$ cat config.mk
export PLATFORM = sky130hd
export DESIGN_NAME = pattern_encoder
export DESIGN_NICKNAME = d
export VERILOG_FILES = /design/src/rtl/pattern_encoder.sv
export SDC_FILE = /design/constraint.sdc
export NUM_CORES = 1
export LEC_CHECK = 0
export CAP_MARGIN = 20
export CORE_ASPECT_RATIO = 0.9
export CORE_MARGIN = 2
export CORE_UTILIZATION = 50
export DETAILED_ROUTE_END_ITERATION = 8
export PLACE_DENSITY = 0.73
export SETUP_SLACK_MARGIN = 0.5
export SLEW_MARGIN = 20
export SYNTH_ARGS = -nofsm -noshare
export SYNTH_HDL_FRONTEND = slang
export SYNTH_SLANG_ARGS = --single-unit
$ cat constraint.sdc
create_clock -name clk -period 7.45 [get_ports clk]
set_input_delay 0.745 -clock clk [delete_from_list [all_inputs] [get_ports clk]]
set_output_delay 0.745 -clock clk [all_outputs]
set_load 0.1 [all_outputs]
$ cat src/rtl/pattern_encoder.sv
// pattern_encoder: delta-encodes row-major (row, col) index pairs into 16-bit
// codes, packs four codes per 64-bit word and writes the words to consecutive
// addresses. Optional ordering/range checks: PATTERN_ENCODER_CHECK_EN.
//
// Handshakes: an index transfers on a cycle with index_push && !index_stall.
// A word transfers on a cycle with wr_req && !wr_stall. While wr_req is high
// and wr_stall holds it, wr_addr and wr_data do not change.
module pattern_encoder #(
    parameter int INDEX_WIDTH = 32,
    parameter int ADDR_WIDTH  = 48,
    parameter int DATA_WIDTH  = 64
) (
    input  logic                   clk,
    input  logic                   rst,
    input  logic                   start,
    input  logic [ADDR_WIDTH-1:0]  start_addr,
    input  logic                   index_push,
    output logic                   index_stall,
    input  logic [INDEX_WIDTH-1:0] row,
    input  logic [INDEX_WIDTH-1:0] col,
    input  logic                   finish,
    output logic                   wr_req,
    input  logic                   wr_stall,
    output logic [ADDR_WIDTH-1:0]  wr_addr,
    output logic [DATA_WIDTH-1:0]  wr_data,
    output logic                   done,
    output logic [ADDR_WIDTH-1:0]  word_count,
    output logic                   err,
    output logic [2:0]             fsm_state
);

`ifdef PATTERN_ENCODER_CHECK_EN
    // One bit wider than an index so that col+1 and out-of-range deltas stay visible.
    localparam int DW = INDEX_WIDTH + 1;
`else
    // Deltas are taken modulo 2^28 when unchecked.
    localparam int DW = 28;
`endif

    typedef enum logic [2:0] {
        S_IDLE  = 3'd0,
        S_RUN   = 3'd1,
        S_FLUSH = 3'd2,
        S_DRAIN = 3'd3,
        S_DONE  = 3'd4
    } state_t;

    state_t                  state, state_nxt;
    logic [ADDR_WIDTH-1:0]   base_addr, wcount;
    logic [INDEX_WIDTH-1:0]  row_prev, col_prev;
    logic                    col_none;      // col_prev is "-1" (start of stream or of a new row)
    logic [3:0][15:0]        pend;          // codes of the current index, head at [0]
    logic [2:0]              pend_cnt;
    logic [3:0][15:0]        sr;            // packer shift register, code 0 at [0]
    logic [2:0]              sr_cnt;
    logic [3:0][15:0]        sr_nxt;
    logic [2:0]              sr_cnt_nxt;
    logic                    out_valid;
    logic [DATA_WIDTH-1:0]   out_data, load_data;
    logic                    load_out, word_done;
    logic                    out_free, can_push, code_valid, push;
    logic [15:0]             code_in;
    logic                    start_go, index_accept;
    logic                    row_adv, row_ext, col_ext, bad_index;
    logic [DW-1:0]           row_diff, col_diff;
    logic [3:0][15:0]        enc;
    logic [2:0]              enc_cnt;

    assign start_go     = (state == S_IDLE) && start;
    assign out_free     = !out_valid || !wr_stall;
    assign can_push     = (sr_cnt != 3'd4) || out_free;
    assign push         = code_valid && can_push;
    assign index_stall  = (state != S_RUN) || (pend_cnt > 3'd1) || !can_push;
    assign index_accept = index_push && !index_stall;
    assign wr_req       = out_valid;
    assign wr_data      = out_data;
    assign wr_addr      = base_addr + wcount;
    assign word_count   = wcount;
    assign fsm_state    = state;

    // Translate the presented index into its code sequence (row part first).
    always_comb begin
        row_adv  = row > row_prev;
        row_diff = DW'(row) - DW'(row_prev);
        if (row_adv || col_none) col_diff = DW'(col) + DW'(1);
        else                     col_diff = DW'(col) - DW'(col_prev);
        row_ext = row_adv && (row_diff[27:14] != 14'd0);
        col_ext = col_diff[27:14] != 14'd0;
        enc     = {48'd0, 2'b00, col_diff[13:0]};
        enc_cnt = 3'd1;
        if (col_ext) begin
            enc     = {enc[2:0], 2'b10, col_diff[27:14]};
            enc_cnt = enc_cnt + 3'd1;
        end
        if (row_adv) begin
            enc     = {enc[2:0], 2'b01, row_diff[13:0]};
            enc_cnt = enc_cnt + 3'd1;
        end
        if (row_ext) begin
            enc     = {enc[2:0], 2'b10, row_diff[27:14]};
            enc_cnt = enc_cnt + 3'd1;
        end
`ifdef PATTERN_ENCODER_CHECK_EN
        bad_index = (row < row_prev)
                 || ((row == row_prev) && !col_none && (col <= col_prev))
                 || (row_adv && (row_diff[DW-1:28] != '0))
                 || (col_diff[DW-1:28] != '0);
`else
        bad_index = 1'b0;
`endif
    end

    // Code source for the packer: pending index codes, then zeros while flushing.
    always_comb begin
        code_valid = 1'b0;
        code_in    = 16'h0000;
        if (state == S_RUN || state == S_FLUSH) begin
            if (pend_cnt != 3'd0) begin
                code_valid = 1'b1;
                code_in    = pend[0];
            end else if (state == S_FLUSH) begin
                code_valid = 1'b1;
            end
        end
    end

    // Packer next state: retire a held full word, then append the incoming code.
    always_comb begin
        sr_nxt     = sr;
        sr_cnt_nxt = sr_cnt;
        load_out   = 1'b0;
        load_data  = sr;
        word_done  = 1'b0;
        if (sr_cnt == 3'd4 && out_free) begin
            load_out   = 1'b1;
            sr_cnt_nxt = 3'd0;
        end
        if (push) begin
            sr_nxt[sr_cnt_nxt[1:0]] = code_in;
            if (sr_cnt_nxt == 3'd3) begin
                word_done = 1'b1;
                if (out_free) begin
                    load_out   = 1'b1;
                    load_data  = {code_in, sr[2:0]};
                    sr_cnt_nxt = 3'd0;
                end else begin
                    sr_cnt_nxt = 3'd4;
                end
            end else begin
                sr_cnt_nxt = sr_cnt_nxt + 3'd1;
            end
        end
    end

    // FSM next state and done pulse.
    always_comb begin
        state_nxt = state;
        done      = 1'b0;
        case (state)
            S_IDLE:  if (start) state_nxt = S_RUN;
            S_RUN:   if (finish) state_nxt = S_FLUSH;
            S_FLUSH: if (push && pend_cnt == 3'd0 && word_done) state_nxt = S_DRAIN;
            S_DRAIN: if (sr_cnt == 3'd0 && out_free) state_nxt = S_DONE;
            S_DONE: begin
                done      = 1'b1;
                state_nxt = S_IDLE;
            end
            default: state_nxt = S_IDLE;
        endcase
    end

    // FSM state register.
    always_ff @(posedge clk or negedge rst) begin
        if (!rst) state <= S_IDLE;
        else      state <= state_nxt;
    end

    // Stream context: base address and previous index.
    always_ff @(posedge clk or negedge rst) begin
        if (!rst) begin
            base_addr <= '0;
            row_prev  <= '0;
            col_prev  <= '0;
            col_none  <= 1'b1;
        end else if (start_go) begin
            base_addr <= start_addr;
            row_prev  <= '0;
            col_prev  <= '0;
            col_none  <= 1'b1;
        end else if (index_accept && !bad_index) begin
            if (row_adv) row_prev <= row;
            col_prev <= col;
            col_none <= 1'b0;
        end
    end

    // Pending codes of the current index; a dropped index loads nothing.
    always_ff @(posedge clk or negedge rst) begin
        if (!rst) begin
            pend     <= '0;
            pend_cnt <= 3'd0;
        end else if (start_go) begin
            pend_cnt <= 3'd0;
        end else if (index_accept) begin
            pend     <= enc;
            pend_cnt <= bad_index ? 3'd0 : enc_cnt;
        end else if (push && pend_cnt != 3'd0) begin
            pend     <= {16'h0000, pend[3:1]};
            pend_cnt <= pend_cnt - 3'd1;
        end
    end

    // Packer shift register.
    always_ff @(posedge clk or negedge rst) begin
        if (!rst) begin
            sr     <= '0;
            sr_cnt <= 3'd0;
        end else if (start_go) begin
            sr_cnt <= 3'd0;
        end else begin
            sr     <= sr_nxt;
            sr_cnt <= sr_cnt_nxt;
        end
    end

    // Output word register and accepted-word counter.
    always_ff @(posedge clk or negedge rst) begin
        if (!rst) begin
            out_valid <= 1'b0;
            out_data  <= '0;
            wcount    <= '0;
        end else begin
            if (load_out) begin
                out_valid <= 1'b1;
                out_data  <= load_data;
            end else if (out_valid && !wr_stall) begin
                out_valid <= 1'b0;
            end
            if (start_go)                  wcount <= '0;
            else if (out_valid && !wr_stall) wcount <= wcount + ADDR_WIDTH'(1);
        end
    end

`ifdef PATTERN_ENCODER_CHECK_EN
    // Sticky error flag, cleared by the next start.
    always_ff @(posedge clk or negedge rst) begin
        if (!rst)                            err <= 1'b0;
        else if (start_go)                   err <= 1'b0;
        else if (index_accept && bad_index)  err <= 1'b1;
    end
`else
    assign err = 1'b0;
`endif

endmodule
Yosys cells after proc, flatten, opt, wreduce, memory -nomap -nowiden
Cells that the tools add are included.
Word-level totals
  register bits after elaboration: 359
  word-level logic and storage cells: 132
  memories kept: 0
  bits in latches: 0
  bits in writable memories: 0
  ROM bits: 0
  output and inout bits: 167
  input bits: 118
Operators by class
  div/mod/pow operators: 0
  add/subtract/negate cells: 9
  order comparisons: 4
  shifts and indexed selects: 0
  eq/ne operators: 12
  reduce and logical (&&, ||, !) cells: 37
  multipliers: 0
  multiplexer cells: 51
  bitwise logic cells: 1
Operator list (number)
  64-bit 2-to-1 mux: 5
  32-bit 2-to-1 mux: 3
  48-bit 2-to-1 mux: 2
  28-bit 2-to-1 mux: 3
  64-bit bitwise mux: 1
  62-bit 2-to-1 mux: 1
  28-bit subtractor: 2
  48-bit by 1-bit adder with 48-bit output, second input constant: 1
  48-bit adder: 1
  16-bit 2-to-1 mux: 3
  46-bit 2-to-1 mux: 1
  3-bit 2-to-1 mux: 14
  16-bit demux with 2-bit select: 1
  32-bit > comparator: 1
  30-bit 2-to-1 mux: 1
  28-bit by 1-bit adder with 28-bit output, second input constant: 1
  14-bit nonzero test: 2
  1-bit 2-to-1 mux: 14
  3-bit case mux with 4 select lines: 1
  1-bit logical AND: 11
  2-bit nonzero test: 5
  3-bit by 1-bit adder with 3-bit output, second input constant: 3
  3-bit by 2-bit equality test with 1-bit output, second input constant: 3
  3-bit logical NOT: 3
  17 further kinds: 31

Longest topological paths before layout
Gate-level depths: netlist of the first run.
  depth in word-level cells: 11
  gate-level depth with buffers: 29
  gate-level depth less buffers: 25

Worst setup path after synthesis of the first run
Ideal clock, no wire load.
  path type: input to register
  start point: input row[20]
  end point: register pend_cnt[1]
  path buffers: 4
  arrival: 6.667 ns
  cell stages on the path: 27
  required time: 7.372 ns
  setup time: 0.078 ns
  path slack: 0.705 ns
  cell sequence: ha_1 -> buf_2 -> nand2_1 -> nor4_1 -> o2111a_1 -> a311oi_1 -> a21oi_1 -> inv_1 -> nand2b_1 -> clkbuf_1 -> clkbuf_1 -> nor2_1 -> ha_1 -> nand2_1 -> o31ai_2 -> o21ai_1 -> a31o_2 -> a21oi_1 -> xnor2_1 -> nand4bb_1 -> or4_1 -> buf_1 -> nor2_1 -> inv_1 -> ha_1 -> mux2_2 -> a21oi_1
On the way
  longest elaborated chain between the ends: 11
  elaborated cells between the ends (all ways): 14
  those cells by class: add/sub: 3; order compare: 1; mux: 6; reduce/logical: 4
Ends and longest elaborated chain
  start: declaration: RTL line 19  | input logic [INDEX_WIDTH-1:0] row,
  32-bit > comparator: RTL line 83  | row_adv = row > row_prev;
  1-bit logical OR: RTL line 85  | if (row_adv || col_none) col_diff = DW'(col) + DW'(1);
  28-bit 2-to-1 mux: RTL line 85
  14-bit nonzero test: RTL line 88  | col_ext = col_diff[27:14] != 14'd0;
  2-bit 2-to-1 mux: RTL line 91  | if (col_ext) begin
  3-bit by 1-bit adder with 3-bit output: RTL line 97  | enc_cnt = enc_cnt + 3'd1;
  3-bit 2-to-1 mux: RTL line 95  | if (row_adv) begin
  3-bit by 1-bit adder with 3-bit output: RTL line 101  | enc_cnt = enc_cnt + 3'd1;
  3-bit 2-to-1 mux (*): RTL line 99  | if (row_ext) begin
  3-bit 2-to-1 mux (*): RTL line 204  | end else if (index_accept) begin
  3-bit 2-to-1 mux (*): RTL line 202  | end else if (start_go) begin
  end signal: assignment: RTL line 206  | pend_cnt <= bad_index ? 3'd0 : enc_cnt;
  end signal: assignment: RTL line 209  | pend_cnt <= pend_cnt - 3'd1;
  end: declaration: RTL line 53  | logic [2:0] pend_cnt;
Mark *: on every way between the ends. The rest lies on a longest branch, timed or not.
A chain may end at the register's enable or synchronous reset.

Worst setup path in the final report of the first run
  start point: input row[0]
  end point: register pend_cnt[1]
The elaborated chain is that of the path after synthesis.

==> metrics.txt, run 1 <==
TritonCTS Buffers=40; 1st-iter DRT viols=1789; Net Sw Frac=52.2%; DR pass1 iterations=5; async set-reset flop share out of synthesis=100%; Max Clk Rate=154 MHz; Max IR drop VDD=around 0.32 mV; CP delay by family, top=compound AO/OA/AOI/OAI gates; post-synthesis mux area share=roughly 1.4%; number of synthesized flops with an enable pin=0; Main synth FF type=dfrtp_1; Worst Tran Pin Value=1.11 ns; Yosys reg bits=about 360; final setup fails=0; Setup crit end kind=flop; fin crit period=6.49 ns; CTS HTree Levels=2; FF-to-FF Start=row_prev[4]; relative slew slack=26.1%; most frequent cells after synthesis=661 x nand2_1, 355 x dfrtp_1, 178 x o21ai_0; core region area=43200 um^2; fin worst setup slack=0.962 ns; clock skew=0.0159 ns; final hold vios=0; total track usage=28.1%; Port Buffers=279; Reg clk slew, reported paths=0.06 ns; final wirelength=64500 um; cell with the most instances after synthesis=nand2_1; post-synthesis adder-cell area fraction=under 10%; Starting Density=51.0%; vias in the first global route=19500; Hold WC Path Type=primary input to async pin; Clock Path Buffers=3; Post-Route Setup TNS=0 ns; Hold WS=0.106 ns; synthesized area=22000 um^2; drt via density=just under 6; crit start category=primary input; design area=26700 um^2; placed cell areas=25200 um^2; Die Width=225 um; Mapped Avg Cell Area=8.32 um^2; post-synthesis cell type count=88; hold buffer count at CTS=0; LEAKAGE=12.4 nW; largest net degree at the start of global routing=157; Die ar.=45700 um^2; CTS tree=done; overall power=12.4 mW; CP Max Fanout=26; largest family of logic cells by synthesized area=simple AND/OR/NAND/NOR gates; Seq pwr share=24.4%; pre-CTS setup slack=0.135 ns; Crit. Startpoint=row[0]; # DRC=0; dominant cell type by area after synthesis=dfrtp_1; routing usage on met3=3.56%; busiest grt layer=met2; Die Height=203 um; outcome=complete, no violations; DP HPWL=46300 um; GR Layer Usage met1=approximately two fifths; RSZ-0062 raised after global routing=no; post-synthesis compound-gate area fraction=a little under a fifth; Int Pwr=between 5 and 6 mW; Synth area leaders=dfrtp_1 40%, nand2_1 11%, ha_1 6.7%, o21ai_0 4.1%, a21oi_1 3.7%; WL/cell=18.7 um; Syn Nets=2883; crit-path most repeated cell=inv_1; Synth top area share=40.4%; Combinational Power Share=59.0%; first-pass GRT wire length=104000 um; max_cap viols=0; P per Cell Area=462 nW/um^2; CTS root buffer=clkbuf_16; Critical Path RT=7.95 ns; Skew-Pair Late Insertion Delay=0.58 ns; Final Wtd Congestion=roughly 0.90; area delta synth->final=21.4%; FP Rows=72; Antenna Nets Post-Route=0; Post-Route Utilization=61.9%; Non-Filler Instances=3449; number of warnings issued by yosys=0; Post-CTS Setup Inserts=0; CTS resizes=0; share of layout cells above drive strength 1=5.98%; Setup CP Type=primary input to flop; period utilisation layout=between 80% and 90%; crit path buf inv count=5; NetSw=6.44 mW; Sink Count=356; Final Max Tran Viols=0; nets@finish=3101; met2 usage=45.5%; CP Data Arrival Time=6.99 ns; slowest CP cell=or4_1; io pins=285; Synth Area in XOR/XNOR=5.99%; Seq/Total Area, Yosys=40.5%; clock network fraction of design power=between 10% and 20%; Placed Instances=3374; antenna violations before repair=1; Simple-Gate Fraction of Synth Area=between 20 and 25%; DR vias=20200; crit-path max cell delay=approximately 0.47 ns; Synth Instances=2644; gr ovfl total=0
[cells in the final DEF (no fill, tap or decap), types with 8 or more instances in the layout]
cell type        instances
nand2_1                659
dfrtp_1                355
clkdlybuf4s50_1        278
o21ai_0                177
nor2_1                 173
a21oi_1                161
ha_1                   117
xnor2_1                 88
inv_1                   85
nand3_1                 75
a21o_1                  64
xor2_1                  55
clkbuf_16               40
nor3_1                  39
o31ai_1                 35
nand4_1                 32
buf_4                   32
a31oi_1                 23
nand2b_1                23
or3_1                   23
a211oi_1                20
and3_1                  20
mux2i_1                 18
a22o_1                  16
o21a_1                  15
o211ai_1                14
a221oi_1                12
clkbuf_8                12
o21bai_1                11
a31o_2                  11
mux2_2                  11
o221ai_1                10
nor2b_1                  9
a221o_1                  9
a311oi_1                 9
clkinv_2                 8
[final cells by class]
class                           instances  area, um^2
Fill cell                            3794       16400
Multi-Input combinational cell       2065       12300
Sequential cell                       356        8910
Timing Repair Buffer                  314        3100
Clock buffer                           58        1190
Tap cell                              555         694
Inverter                               85         319
Clock inverter                         15         193
Antenna cell                            1        2.50
[worst register-to-register path, stage by stage, from the launching register on]
cell and delay (ns):
dfrtp_1 0.36, inv_1 0.07, ha_1 0.27, a21o_1 0.24
or3_4 0.36, o2111a_1 0.26, a311oi_2 0.26, a21oi_2 0.14
or3_1 0.34, ha_1 0.23, fa_1 0.44, a211oi_2 0.33
o31ai_4 0.14, o2111ai_1 0.37, nand2_1 0.12, xnor2_1 0.24
nor4b_2 0.30, nand4_1 0.17, or4_1 0.47, nor2_1 0.15
inv_1 0.20, ha_1 0.27, mux2_2 0.27, a21oi_1 0.14
[power groups by stage]
stage,Clock (mW),Sequential (mW),Combinational [mW]
global placement,0,3.01,7.07
finish,2.06,3.01,7.28
global route,2.16,3.08,7.84
detailed placement,0,3.03,7.18
CTS,2.09,3.01,7.21
floorplan,0,3.85,4.43
[path summary, 6_finish.rpt]
path | to | slack (ns) | cells past startpoint
max in group asynchronous | pend[8] | 5.96 | 2
hold reg to reg | wr_data[40] | 0.47 | 2
hold / removal | col_prev[11] | 0.11 | 1
setup reg to reg | pend_cnt[1] | 1.23 | 23
min in group clk | wr_data[40] | 0.47 | 2
setup / recovery | pend_cnt[1] | 0.96 | 27
[flip-flops by register name (all words and copies together) (netlist names), 3 cells and up]
signal      cells
row_prev       32
sr_cnt          3
sr             64
word_count     48
col_prev       28
pend_cnt        3
base_addr      48
fsm_state       3
wr_data        64
pend           61
[layer usage]
layer / vias up / share of wire (%)
li1: 9647 / -
met1: 9776 / 45
met2: 633 / 47
met3: 124 / 5.9
met4: 2 / 2.7
met5: - / 0.017
[cells by family after synthesis]
group / count (synthesis)
multiplexers: 29
other: 1
AO/OA/AOI/OAI: 653
buffers and inverters: 223
adder cells (fa/ha/maj): 121
flip-flops: 356
XOR/XNOR: 147
AND/OR/NAND/NOR: 1114
Note: power is estimated with default switching activity, not from simulation.
==> inputs of run 2 (changes only) <==
CORE_UTILIZATION = 55   (was 50)
CTS_CLUSTER_DIAMETER = 60   (was unset)
GPL_ROUTABILITY_DRIVEN = 0   (was unset)
PLACE_DENSITY = 0.8   (was 0.73)
==> metrics.txt, run 2 (synthesis results as in run 1) <==
outcome=complete, no violations (unchanged); CP Data Arrival Time=6.94 ns (was 6.99 ns); Non-Filler Instances=3426 (was 3449); CP Max Fanout=7 (was 26); Max Clk Rate=154 MHz (about the same); Hold WC Path Type=primary input to async pin (unchanged); WL/cell=18.1 um (was 18.7 um); Post-CTS Setup Inserts=0 (unchanged); antenna violations before repair=1 (unchanged); Setup crit end kind=flop (unchanged); CTS root buffer=clkbuf_16 (unchanged); Critical Path RT=7.90 ns (was 7.95 ns); placed cell areas=25200 um^2 (about the same); Final Max Tran Viols=0 (unchanged); clock skew=0.0146 ns (was 0.0159 ns); crit start category=primary input (unchanged); share of layout cells above drive strength 1=5.84% (was 5.98%); 1st-iter DRT viols=2291 (was 1789); period utilisation layout=87.2% (was 87.1%); vias in the first global route=19300 (was 19500); FP Rows=69 (was 72); hold buffer count at CTS=0 (unchanged); Detail Route met2 WL=28600 um (was 30000 um); CTS HTree Levels=2 (unchanged); design area=26600 um^2 (was 26700 um^2); Clock Path Buffers=3 (unchanged); most frequent cells in the layout=660 x nand2_1, 355 x dfrtp_1, 278 x clkdlybuf4s50_1 (was 659 x nand2_1, 355 x dfrtp_1, 278 x clkdlybuf4s50_1); Sink Count=356 (unchanged); DR vias=20500 (was 20200); pre-CTS setup slack=0.259 ns (was 0.135 ns); Max IR drop VDD=0.426 mV (was 0.321 mV); Setup CP Type=primary input to flop (unchanged); RSZ-0062 raised after global routing=no (unchanged); Die Height=194 um (was 203 um); max_cap viols=0 (unchanged); final setup fails=0 (unchanged); DR pass1 iterations=6 (was 5); fin worst setup slack=0.957 ns (was 0.962 ns); Worst Tran Pin Value=1.11 ns (about the same); first-pass GRT wire length=101000 um (was 104000 um); Reg clk slew, reported paths=0.05 ns (was 0.06 ns); nets@finish=3101 (unchanged); drt via density=5.99 (was 5.85); most common cell after layout, fill and taps aside=nand2_1 (unchanged); met1 WL=27100 um (was 28900 um); core region area=39500 um^2 (was 43200 um^2); Post-Route Utilization=67.5% (was 61.9%); relative slew slack=25.4% (was 26.1%); Die Width=215 um (was 225 um); Post-Route Setup TNS=0 ns (unchanged); CTS tree=done (unchanged); gr ovfl total=0 (unchanged); Hold WS=0.228 ns (was 0.106 ns); total track usage=29.2% (was 28.1%); met3 wire length=4450 um (was 3790 um); io pins=285 (unchanged); TritonCTS Buffers=41 (was 40); largest net degree at the start of global routing=178 (was 157); final wirelength=62100 um (was 64500 um); Skew-Pair Late Insertion Delay=0.55 ns (was 0.58 ns); Placed Instances=3351 (was 3374); CTS resizes=0 (unchanged); P per Cell Area=461 nW/um^2 (was 462 nW/um^2); Port Buffers=279 (unchanged); Antenna Nets Post-Route=0 (unchanged); final hold vios=0 (unchanged); DP HPWL=44700 um (was 46300 um); # DRC=0 (unchanged); max layer used=met4 (was met5); LEAKAGE=12.4 nW (about the same); Starting Density=55.7% (was 51.0%); area delta synth->final=21.1% (was 21.4%); fin crit period=6.49 ns (about the same); Die ar.=41600 um^2 (was 45700 um^2); overall power=12.3 mW (was 12.4 mW)
-- run 2: cell count changes in the layout (fill, tap and decap cells not counted), sizes merged --
cell	previous run	this run
buf	36	35
inv	85	86
clkbuf	58	61
clkinvlp	1	0
clkinv	12	10
-- run 2: final cells by class --
cell class	instances	area, um^2
multi-input cells	2065	12300
flip-flops and latches	356	8910
clock inverters	13	141
well taps	532	666
repair buffers	313	3080
clock buffers	61	1200
inverters	85	319
fillers	3199	12800
diodes	1	2.50
-- run 2: worst paths after layout --
kind                             start        endpoint  slack, ns  depth (start not counted)
setup reg to reg           row_prev[4]        pend[18]       1.25                         23
setup / recovery                row[4]        pend[18]       0.96                         23
hold reg to reg            wr_data[19]     wr_data[19]       0.46                          2
max in group asynchronous          rst  word_count[42]       5.70                          2
hold / removal                     rst   base_addr[27]       0.23                          1
min in group clk           wr_data[19]     wr_data[19]       0.46                          2
-- run 2: metal layers --
layer	global-route usage, %	vias to the layer above
met4	9.41	0
met1	41.2	9841
met5	0	-
met2	46.9	879
li1	-	9649
met3	3.73	154
-- run 2: report_power, final --
group,internal [mW],switching [mW]
clock,1.19,0.812
combinational,2.13,5.14
sequential,2.59,0.417
total,5.90,6.37
-- run 2: worst max-delay path, cell delays in order --
cell and delay [ns]:
clkdlybuf4s50_1 0.44, ha_1 0.37, a21o_1 0.24, or3_4 0.36, o2111a_1 0.26, a311oi_2 0.22
a21oi_1 0.15, buf_4 0.16, or3_1 0.30, ha_1 0.23, fa_1 0.44, a211oi_2 0.26
o31ai_2 0.15, o21ai_1 0.23, a31o_2 0.25, a21oi_1 0.10, xnor2_1 0.22, nand4bb_1 0.17
or4_1 0.59, buf_4 0.19, nor4_2 0.32, o21ai_0 0.25, o221ai_1 0.27
==> inputs of run 3 (changes only) <==
GPL_TIMING_DRIVEN = 1   (was unset)
==> results of run 3 <==
The final DEF is identical to that of run 2; final timing and power are the same.
